===== src/rtl/serial_adder.sv =====
// serial_adder: multi-cycle, bit-serial two's-complement adder.
//
// Operands are captured on an accepted start request. They are then summed
// LSB-first, one bit per clock, over WIDTH cycles. At completion the
// registered sum, carry-out and signed overflow update together, and done
// pulses for one cycle.
//
// Parameters:
//   WIDTH  operand/result width in bits (2..32)
//   CNT_W  bit-counter width, 2**CNT_W must exceed WIDTH
//
// Ports:
//   clk       rising-edge clock
//   rst_n     asynchronous active-low reset
//   start     request, sampled only while idle
//   X, Y      augend / addend, captured when start is accepted
//   cin       carry-in, captured when start is accepted
//   busy      high while bits are being summed
//   done      one-cycle pulse, result/cout/overflow valid
//   result    registered sum X+Y+cin modulo 2**WIDTH
//   cout      unsigned carry-out of the MSB
//   overflow  signed overflow (carry into MSB xor carry out of MSB)
module serial_adder #(
  parameter int WIDTH = 8,
  parameter int CNT_W = 6
) (
  input  logic             clk,
  input  logic             rst_n,
  input  logic             start,
  input  logic [WIDTH-1:0] X,
  input  logic [WIDTH-1:0] Y,
  input  logic             cin,
  output logic             busy,
  output logic             done,
  output logic [WIDTH-1:0] result,
  output logic             cout,
  output logic             overflow
);

  if ((2 ** CNT_W) <= WIDTH) begin : g_bad_cnt_w
    $error("serial_adder: CNT_W too small for WIDTH");
  end

  typedef enum logic [1:0] {
    IDLE = 2'd0,
    ADD  = 2'd1,
    DONE = 2'd2
  } state_t;

  localparam logic [CNT_W-1:0] LAST_BIT = CNT_W'(WIDTH - 1);

  state_t           state;
  state_t           state_nxt;

  logic [WIDTH-1:0] a_sr;
  logic [WIDTH-1:0] b_sr;
  logic [WIDTH-1:0] s_sr;
  logic             carry;
  logic [CNT_W-1:0] cnt;

  logic             bit_s;
  logic             bit_c;
  logic             last_bit;
  logic             c_msb_in;
  logic             accept;

  // Full-adder cell for the current bit position.
  always_comb begin
    bit_s    = a_sr[0] ^ b_sr[0] ^ carry;
    bit_c    = (a_sr[0] & b_sr[0]) | (a_sr[0] & carry) | (b_sr[0] & carry);
    last_bit = (cnt == LAST_BIT);
    // While the MSB is being processed, the carry flop holds the carry into
    // the MSB, which is what the signed-overflow rule needs.
    c_msb_in = carry;
    // Only a clean 1 on start is honoured; an unknown start is not accepted.
    accept   = (state == IDLE) && (start == 1'b1);
  end

  // State register.
  always_ff @(posedge clk or negedge rst_n) begin
    if (!rst_n) begin
      state <= IDLE;
    end else begin
      state <= state_nxt;
    end
  end

  // Next-state logic.
  always_comb begin
    state_nxt = state;
    case (state)
      IDLE:    if (accept) state_nxt = ADD;
      ADD:     if (last_bit) state_nxt = DONE;
      DONE:    state_nxt = IDLE;
      default: state_nxt = IDLE;
    endcase
  end

  // Output decode.
  always_comb begin
    busy = (state == ADD);
    done = (state == DONE);
  end

  // Serial datapath. Operand registers load only on an accepted start, so
  // unknown operand values on idle cycles never reach the state.
  always_ff @(posedge clk or negedge rst_n) begin
    if (!rst_n) begin
      a_sr     <= '0;
      b_sr     <= '0;
      s_sr     <= '0;
      carry    <= 1'b0;
      cnt      <= '0;
      result   <= '0;
      cout     <= 1'b0;
      overflow <= 1'b0;
    end else if (accept) begin
      a_sr  <= X;
      b_sr  <= Y;
      s_sr  <= '0;
      carry <= cin;
      cnt   <= '0;
    end else if (state == ADD) begin
      a_sr  <= a_sr >> 1;
      b_sr  <= b_sr >> 1;
      s_sr  <= {bit_s, s_sr[WIDTH-1:1]};
      carry <= bit_c;
      cnt   <= cnt + 1'b1;
      // The final bit completes the sum; publish all results on this edge.
      if (last_bit) begin
        result   <= {bit_s, s_sr[WIDTH-1:1]};
        cout     <= bit_c;
        overflow <= c_msb_in ^ bit_c;
      end
    end
  end

endmodule


===== config.mk =====
export PLATFORM = sky130hd
export DESIGN_NAME = serial_adder
export DESIGN_NICKNAME = d
export VERILOG_FILES = /design/src/rtl/serial_adder.sv
export SDC_FILE = /design/constraint.sdc
export NUM_CORES = 1
export LEC_CHECK = 0
export BUFFER_PORTS_ARGS = -buffer_cell sky130_fd_sc_hd__buf_2
export CELL_PAD_IN_SITES_DETAIL_PLACEMENT = 0
export CELL_PAD_IN_SITES_GLOBAL_PLACEMENT = 1
export CORE_ASPECT_RATIO = 2
export CORE_MARGIN = 4
export CORE_UTILIZATION = 40
export CTS_BUF_LIST = sky130_fd_sc_hd__clkbuf_8
export DETAILED_ROUTE_END_ITERATION = 7
export PLACE_DENSITY_LB_ADDON = 0.1
export SETUP_SLACK_MARGIN = 0.5
export SLEW_MARGIN = 10
export SYNTH_ARGS = -nofsm -noshare
export SYNTH_HDL_FRONTEND = slang
export SYNTH_SLANG_ARGS = --single-unit

===== constraint.sdc =====
create_clock -name clk -period 1.68 [get_ports clk]
set_input_delay 0.084 -clock clk [delete_from_list [all_inputs] [get_ports clk]]
set_output_delay 0.084 -clock clk [all_outputs]
set_load 0.05 [all_outputs]

==> results.md <==
- Post-Route WL: 5.45 mm
- Largest net degree at the start of global routing: 43
- CTS Buf Count: 5
- Die Y: 106 um
- DR pass1 iterations: 4
- Placer Congestion: 0.703
- Max frequency: 0.692 GHz
- Layout area overhead: 53.5%
- Buffers & Inverters on Critical Path: 0
- Req. time, crit path: 1.86 ns
- Syn avg cell area: 11.7 sq um
- CTS Sinks: 42
- Core Area: 4640 sq um
- Setup Skew: 0.00609 ns
- Synth Flop Type: dfrtp_1
- N_diodes: 0
- Top Family by Delay on Critical Path: simple AND/OR/NAND/NOR gates
- Leak Pwr: 1.40 nW
- Row Count: 35
- Largest cells by area after synthesis: dfrtp_1 55%, mux2_4 7.0%, nor2b_1 5.5%, o21ai_0 5.5%, a22oi_1 5.1%
- Cell Pwr Density: 1870 nW/um^2
- Placed Cells: 247
- Final Cell Area: 2950 sq um
- Die Wd: 57.0 um
- Minimum clock period: 1.44 ns
- Post-synthesis sequential area ratio: 0.547
- Peak supply drop: 1.21 mV
- Worst Path Arrival: 1.63 ns
- Drt drc: 0
- Status: finished, final reports clean
- Die area: 6050 sq um
- CTS H-Tree Depth: 2
- Synth unique cells: 28
- Setup TNS: 0 ns
- Vias in the first global route: 1613
- CP Capture Type: register
- Max cap viols: 0
- I/O Pins: 32
- Fin crit share: 0.860
- Slowest-stage cell, CP: dfrtp_1
- DP HPWL: 2.78 mm
- Crit-path max cell delay: 0.43 ns
- Synth top area share: 0.547
- Worst Hold Class: input port to register
- Clock Pin Slew Worst Setup and Hold Paths: 0.08 ns
- Setup CP Type: register to register
- Vias per cell: 5.48
- Switching power: 2.10 mW
- YS warnings: 0
- Nets: 259
- Hold Fails Final Rpt: 0
- Largest fanout on the critical path: 6
- Port Buffers: 31
- Post-placement worst setup slack: 0.0219 ns
- Max-slew headroom: 0.638
- Async set or reset register ratio after synthesis: 1.00
- RSZ-0062 raised after global routing: true
- Synth area leader: dfrtp_1
- Fillers: 392
- Worst Hold Slack: 0.0584 ns
- Final Max Tran Viols: 0
- Syn_nets: 186
- CP Cell Sequence: nor3_4 -> and4_4 -> mux2_4
- Worst-Skew Late Latency: 0.29 ns
- Initial DRC Count: 32
- Final worst slack: 0.236 ns
- Clk network pwr share: 0.145
- Comb pwr share: 0.548
- Fraction of layout cells with a size suffix above 1: 0.563
- CTS max path bufs: 2
- Finished Layout Cells: 293
- Sequential share of power: 0.307
- Sw Ratio: 0.379
- Seq cells post-synth: 42
- Initial Util: 0.414
- Post-route ant nets: 0
- EDFF count, synth: 0
- Via count: 1607
- Slew @ Worst Pin: 0.543 ns
- DP Area: 2150 sq um
- WL/cell: 18.6 um
- Final setup violation count: 0
- Antenna violations before repair: 0
- Clock root cell: clkbuf_8
- Congestion Overflow GR: 0
- Synth Cell Area: 1920 sq um
- GRT Total Usage: 0.172
- CTS tree: yes
- First-pass GRT wire length: 8.11 mm
- Int Pwr: 3.43 mW
- Setup crit start kind: register
- Mapped Cells: 164
==> flip-flops by register name, indices dropped and copies added, names as in the netlist <==
name      flops
cout          1
c_msb_in      1
s_sr          7
overflow      1
b_sr          8
result        8
cnt           6
a_sr          8
state         2
==> power by group through the flow <==
stage	registers (mW)	clock network, mW	logic (mW)
floorplan	1.89	0	0.988
global placement	1.64	0	1.60
detailed placement	1.66	0	1.65
CTS	1.67	0.809	2.36
global route	1.75	0.860	3.21
finish	1.70	0.801	3.03
==> cell usage after synthesis, types with 2 or more instances <==
library cell,count
mux2_4,9
a21oi_1,15
mux2_2,2
nor2b_1,17
mux2i_1,2
and3b_1,2
a22oi_1,13
buf_2,4
nand4_1,2
nand2_1,7
a22o_1,9
clkbuf_1,5
o21ai_0,21
dfrtp_1,42
==> worst min-delay path, cell delays in order <==
cell and delay [ns]:
buf_2 0.08, a21oi_2 0.04, o21ai_1 0.10
==> timing repair <==
item,4_1_cts,5_1_grt
hold buffers,1,0
hold endpoints to repair,42,0
gates cloned,3,3
setup buffers,16,15
resized for setup,61,36
endpoints found under the setup margin,44,44
pin swaps,21,30
==> metrics by stage <==
step                      total power, mW  utilization
final                                5.53        0.635
after global routing                 5.82        0.635
after CTS                            4.84        0.569
after detailed placement             3.31        0.463
after global placement               3.24        0.463
after floorplan                      2.88            -
==> routing by layer <==
metal	global-route usage	wire, um	vias up
met2	0.304	3000	35
met5	0	0	-
met4	0.0481	125	0
met3	0.0279	182	9
met1	0.209	2140	812
li1	-	-	751
==> cell families after synthesis <==
kind of cell,count (synthesis),share of synthesized area
adder cells (fa/ha/maj),2,0.0169
AO/OA/AOI/OAI,60,0.194
flip-flops,42,0.547
XOR/XNOR,2,0.00912
AND/OR/NAND/NOR,34,0.106
multiplexers,13,0.0924
buffers and inverters,11,0.0345
==> layout make-up <==
cell class,count,area (sq um),area share
Tap cell,55,68.8,0.0233
Sequential cell,42,1050,0.358
Clock inverter,3,40.0,0.0136
Clock buffer,5,68.8,0.0233
Timing Repair Buffer,75,702,0.238
Multi-Input combinational cell,113,1010,0.344
==> path summary, 6_finish.rpt <==
path | from | to | slack (ns) | cells past startpoint
worst max-delay path | cnt[5]$_DFFE_PN0P_ | result[1]$_DFFE_PN0P_ | 0.24 | 3
worst min-delay path | X[7] | a_sr[7]$_DFFE_PN0P_ | 0.06 | 3
worst max register to register | cnt[5]$_DFFE_PN0P_ | result[1]$_DFFE_PN0P_ | 0.24 | 3
worst min register to register | b_sr[5]$_DFFE_PN0P_ | b_sr[5]$_DFFE_PN0P_ | 0.49 | 2
max in group asynchronous | rst_n | state[1]$_DFFE_PN0P_ | 0.89 | 3
min in group asynchronous | rst_n | cnt[3]$_DFFE_PN0P_ | 0.38 | 3
==> layout by cell type (no fill, tap or decap), drive strengths merged <==
cell,netlist,layout
a22o,9,9
dfrtp,42,42
nand4,2,2
and3b,2,2
buf,6,72
nor3,1,1
nand2b,1,1
ha,1,1
xnor2,1,1
a22oi,13,13
o21bai,1,2
clkinv,0,2
mux2,11,11
nand2,7,7
bufinv,0,1
nor3b,1,1
a21oi,15,15
and3,1,1
xor2,1,1
clkbuf,5,7
and4,1,2
nor2b,17,17
dlygate4sd3,0,1
fa,1,1
mux2i,2,2
a41oi,1,1
nand3,1,1
o21ai,21,21
Note: power is estimated with default switching activity, not from simulation.
